[src/rtl/cic_decimator_slice.sv]
// Decimating CIC filter (N integrators, N combs, M=1) for one I/Q leg of the tuner output.
// Optional round-half-up on the output slice when CIC_ROUND_EN is defined; otherwise plain truncation.
module cic_decimator_slice #(
  parameter int isz   = 14,
  parameter int osz   = 16,
  parameter int nstg  = 4,
  parameter int rlog2 = 6
) (
  input  logic                  clk,
  input  logic                  reset,
  input  logic signed [isz-1:0] in,
  input  logic                  in_valid,
  output logic signed [osz-1:0] out,
  output logic                  out_valid
);

  localparam int bsz = isz + nstg * rlog2;

`ifdef CIC_ROUND_EN
  localparam logic round_en = 1'b1;
`else
  localparam logic round_en = 1'b0;
`endif

  logic [bsz-1:0]   x_ext;
  logic [bsz-1:0]   integ_reg  [nstg];
  logic [bsz-1:0]   integ_next [nstg];
  logic [rlog2-1:0] cnt_reg;
  logic             wrap;

  // comb_reg[0] is the decimated integrator sample; comb_reg[k] is the output of comb stage k
  logic [bsz-1:0]   comb_reg [nstg+1];
  logic [bsz-1:0]   dly_reg  [nstg];
  logic [nstg:0]    v_reg;

  logic signed [osz:0]   top;
  logic signed [osz:0]   scaled;
  logic signed [osz-1:0] sat;

  assign x_ext = {{(bsz-isz){in[isz-1]}}, in};
  assign wrap  = in_valid && (cnt_reg == {rlog2{1'b1}});

  // Each integrator adds the registered value of the stage before it; modulo-2^bsz wrap is intended.
  always_comb begin
    integ_next[0] = integ_reg[0] + x_ext;
    for (int k = 1; k < nstg; k++) begin
      integ_next[k] = integ_reg[k] + integ_reg[k-1];
    end
  end

  always_ff @(posedge clk or posedge reset) begin
    if (reset) begin
      for (int k = 0; k < nstg; k++) begin
        integ_reg[k] <= '0;
      end
      cnt_reg <= '0;
    end else if (in_valid) begin
      for (int k = 0; k < nstg; k++) begin
        integ_reg[k] <= integ_next[k];
      end
      cnt_reg <= cnt_reg + 1'b1;
    end
  end

  always_ff @(posedge clk or posedge reset) begin
    if (reset) begin
      v_reg <= '0;
      for (int k = 0; k <= nstg; k++) begin
        comb_reg[k] <= '0;
      end
      for (int k = 0; k < nstg; k++) begin
        dly_reg[k] <= '0;
      end
    end else begin
      v_reg[0] <= wrap;
      if (wrap) begin
        comb_reg[0] <= integ_next[nstg-1];
      end
      for (int k = 1; k <= nstg; k++) begin
        v_reg[k] <= v_reg[k-1];
        if (v_reg[k-1]) begin
          comb_reg[k]  <= comb_reg[k-1] - dly_reg[k-1];
          dly_reg[k-1] <= comb_reg[k-1];
        end
      end
    end
  end

  // Slice one bit below the output LSB; (t+1)>>1 == (t>>1) + t[0] gives round-half-up
  assign top    = comb_reg[nstg][bsz-1 -: osz+1];
  assign scaled = {top[osz], top[osz:1]} + {{osz{1'b0}}, top[0] & round_en};

  always_comb begin
    sat = scaled[osz-1:0];
    if (scaled[osz] != scaled[osz-1]) begin
      sat = scaled[osz] ? {1'b1, {(osz-1){1'b0}}} : {1'b0, {(osz-1){1'b1}}};
    end
  end

  always_ff @(posedge clk or posedge reset) begin
    if (reset) begin
      out       <= '0;
      out_valid <= 1'b0;
    end else begin
      out_valid <= v_reg[nstg];
      if (v_reg[nstg]) begin
        out <= sat;
      end
    end
  end

endmodule

[config.mk]
export PLATFORM = sky130hd
export DESIGN_NAME = cic_decimator_slice
export DESIGN_NICKNAME = d
export VERILOG_FILES = /design/src/rtl/cic_decimator_slice.sv
export SDC_FILE = /design/constraint.sdc
export NUM_CORES = 2
export LEC_CHECK = 0
export BUFFER_PORTS_ARGS = -buffer_cell sky130_fd_sc_hd__buf_2
export CAP_MARGIN = 30
export CORE_UTILIZATION = 65
export CTS_BUF_LIST = sky130_fd_sc_hd__clkbuf_4 sky130_fd_sc_hd__clkbuf_8
export DETAILED_ROUTE_END_ITERATION = 8
export HOLD_SLACK_MARGIN = 0.1
export PLACE_DENSITY = 0.82
export SKIP_CTS_REPAIR_TIMING = 1
export SLEW_MARGIN = 10
export SYNTH_ARGS = -nofsm -noshare
export SYNTH_HDL_FRONTEND = slang
export SYNTH_SLANG_ARGS = --single-unit
[constraint.sdc]
create_clock -name clk -period 28.8 [get_ports clk]
set_input_delay 2.88 -clock clk [delete_from_list [all_inputs] [get_ports clk]]
set_output_delay 2.88 -clock clk [all_outputs]
set_load 0.01 [all_outputs]
### After elaboration in Yosys (flattened, before gate mapping)

Cells that the tools add are included.

* output and inout port bits: 17
* logic and storage cells: 28
* register bits: 522

* equality and inequality tests: 1
* add/sub/neg operators: 9
* reductions and logical operators: 1

Operator list (count)
* adder 38 bit: 4
* subtractor 38 bit: 4
* adder 6 x 1 -> 6 bit, second input constant: 1
* equality test 6 bit, second input constant: 1
* logical AND 1 bit: 1

### Logic depth before layout (Yosys ltp)

* word-level depth: 2
* depth in mapped cells: 13
* gate-level depth less buffers: 13

### Least setup slack after synthesis

OpenSTA, ideal clock, no wires.

* path type: input to register
* start: input port in[0]
* end: register integ_reg[142] (netlist name)
* path buffers: 0
* stages on the path: 12
* data required time: 28.675 ns
* data arrival time: 5.149 ns
* library setup time: 0.125 ns
* setup slack: 23.527 ns
* path through: ha_1 > inv_1 > fa_1 > nor2b_1 > o21ai_1 > a21boi_2 > o41ai_1 > a31oi_1 > a21oi_1 > o31ai_1 > xor2_1 > mux2_2

* cells in the longest elaborated chain, start to end: 1

Ends and longest elaborated chain
* start, declared: RTL line 11 `input logic signed [isz-1:0] in,`
* adder 38 bit: RTL line 45 `integ_next[0] = integ_reg[0] + x_ext;`
* end signal, assigned by index: RTL line 59 `integ_reg[k] <= integ_next[k];`
* end, declared: RTL line 26 `logic [bsz-1:0] integ_reg [nstg];`

Every way passes these cells.
A chain may end at the register's enable or synchronous reset.

### Worst setup path after layout

* start: input port in[13]
* end: register integ_reg[149] (netlist name)

Same word-level chain as after synthesis.

==> summary.md <==
| Metric | Value |
|---|---|
| Period minus WS final | 5.53 ns |
| Gr ovfl total | 0 |
| Initial antenna violation count | 0 |
| Worst Hold Endpoint | comb_reg[27]$_DFFE_PP0P_ |
| Max incr delay on CP | 0.58 ns |
| Power Density | 122 nW/um2 |
| Number of global-route vias before repair | 26.3k |
| RSZ-0062 raised after global routing | false |
| Top cell type's share of synthesized area | 37.5% |
| Worst reg-to-reg path cell count | 12 |
| Largest net degree at the start of global routing | 184 |
| Post-route worst setup slack | 23.27 ns |
| Number of DRC markers in iteration 0 | 1308 |
| Required @ worst endpoint | 29.41 ns |
| Count of pins over their slew limit | 0 |
| Setup CP Type | primary input to flop |
| Total Neg Setup Slack | 0 ns |
| Antenna-violating nets left | 0 |
| Placed Area | 34000 um2 |
| Synth warnings | 0 |
| Clock tree buffer depth | 3 |
| Diode count | 0 |
| Slowest cell on crit path | a2111oi_0 |
| Post-Synthesis Cells | 3508 |
| Root Buffer | clkbuf_8 |
| Starting Density | 66.2% |
| Share of layout cells above drive strength 1 | 14.5% |
| DP HPWL | 50.6 mm |
| Prevailing post-synth register cell | dfrtp_1 |
| Fillers | 3660 |
| Routed length per instance | 16.3 um |
| R2R Setup Slk | 25.20 ns |
| Layout Cells excl Fill | 4258 |
| Placed insts | 4105 |
| Die Ht | 228 um |
| IO Port Bufs | 33 |
| Most frequent cells after synthesis | 500 x dfrtp_1, 338 x nand2_1, 296 x ha_1, 276 x a21oi_1, 259 x mux2_2 |
| Final Skew | 0.0299 ns |
| Period utilization | 19.2% |
| H-tree levels | 3 |
| Clock sink count | 500 |
| CTS tree | yes |
| Worst vdd ir | 0.0000775 V |
| HP Start | comb_reg[27]$_DFFE_PP0P_ |
| LEAKAGE | 0.0171 uW |
| Worst Setup SP | in[13] |
| Final setup violation count | 0 |
| Worst slew margin | 34.1% |
| Max Cap Violations | 0 |
| Cell row count | 82 |
| Worst R2R Start | integ_reg[38]$_DFFE_PP0P_ |
| Critical path, cell by cell | buf_2, ha_1, nand4_1, o21ai_0, a311oi_1, a21bo_2, a21o_1, a21oi_1, nand2_1, a2111oi_0, a311o_1 |
| Core area | 50400 um2 |
| Startpoint types | primary input |
| Final Hold Violating Endpoints | 0 |
| Pre-CTS WS | 22.74 ns |
| Crit. End Element | flop |
| Worst-path clk slew | 0.07 ns |
| Peak Freq | 181 MHz |
| Total Wirelength | 69.4 mm |
| Pre-Repair DR Iteration Count | 7 |
| Final Power | 4380 uW |
| Nets | 3843 |
| Count of cell types in the netlist | 93 |
| Top-count cell post-synth | dfrtp_1 |
| Via Count | 25.8k |
| Post-synth EDFFs | 0 |
| Critical path peak fanout | 31 |
| Syn Nets | 3828 |
| Mean Syn Cell Area | 9.51 um2 |
| Total die area | 52200 um2 |
| Most area-hungry cell type in the Yosys netlist | dfrtp_1 |
| First-pass GRT wire length | 120 mm |
| Total CTS buffers | 85 |
| WP data arrival | 6.14 ns |
| GRT Util Overall | 26.9% |
| Reg2reg end | comb_reg[182]$_DFFE_PP0P_ |
| Final GP Congestion | 0.974 |
| Sequential share of the synthesized area | 37.5% |
| DRC viols | 0 |
| IO Count | 34 |
| Vias/cell | 6.07 |
| Worst slew pin tran | 0.989 ns |
| Synthesized cell area | 33300 um2 |
| Clk_lat worst skew | 0.68 ns |
| Finished Cell Area | 36000 um2 |
| Largest register FFs | 168 |
| FF+latch count, synth | 500 |
| Hold depth | 1 |
| HP Class | flop to flop |
| Top cells by area, synth | dfrtp_1 38%, ha_1 11%, mux2_2 8.7%, xnor2_1 4.2%, a21oi_1 4.1% |
| Die width | 228 um |
| FFs w/ async S/R, synth | 100% |
| Synth-to-layout area growth | 7.84% |
| Status | complete, no violations |
## through the flow
step           hold WS, ns  util, %
6_report             0.484     71.4
5_1_grt              0.494     71.4
4_1_cts              0.486     71.2
3_5_place_dp         0.474     67.6
3_3_place_gp         0.459     67.5
2_1_floorplan        0.352        -
## worst max-delay path, delay by kind of cell
family          cells  cell delay (ns)
fa+ha+maj           1             0.42
simple gates        2             0.35
compound gates      7             1.95
buf+inv             1             0.51
## cells by family (layout without fill, tap and decap cells)
group	after synthesis	after routing	synth area share, %
AND/OR/NAND/NOR	802	802	11.2
multiplexers	263	263	8.88
buffers and inverters	355	433	4.00
flip-flops	500	500	37.5
adder cells (fa/ha/maj)	303	303	11.5
XOR/XNOR	224	224	5.92
AO/OA/AOI/OAI	1061	1061	20.9
## how the worst max path moves through the flow
stage | slack [ns] | end
floorplan | 11.96 | cnt_reg[0]$_DFFE_PP0P_
global placement | 22.79 | integ_reg[146]$_DFFE_PP0P_
detailed placement | 22.74 | integ_reg[149]$_DFFE_PP0P_
CTS | 23.45 | integ_reg[149]$_DFFE_PP0P_
global route | 23.09 | integ_reg[149]$_DFFE_PP0P_
finish | 23.27 | integ_reg[149]$_DFFE_PP0P_
## per-layer routing
layer / vias to the layer above / global-route usage, % / share of wire (%)
met1: 12300 / 31.1 / 42
met2: 602 / 49.4 / 51
met5: - / 0 / 0
li1: 12700 / - / -
met4: 0 / 11.1 / 3.4
met3: 187 / 3.89 / 3.4
## layout by cell type (no fill, tap or decap), drive strengths merged, types with 144 or more instances in the layout
cell,count
a21o,153
a21oi,282
dfrtp,500
ha,296
inv,234
mux2,260
nand2,338
nor2,144
o21ai,260
xnor2,158
## report_power, final
group	switching (uW)	internal [uW]	leakage (uW)
combinational	1480	1230	0.00955
clock	286	390	0.000978
sequential	132	856	0.00661
## layout make-up
type                       count  area, um2  area share, %
sequential                   500      12500           34.8
clock buffer                 140       1750           4.85
inverter                     235        890           2.47
multi-input combinational   2653      19500           54.2
tap                          672        841           2.34
timing repair buffer          48        369           1.03
clock inverter                10       85.1          0.237
(Power assumes the default switching activity.)
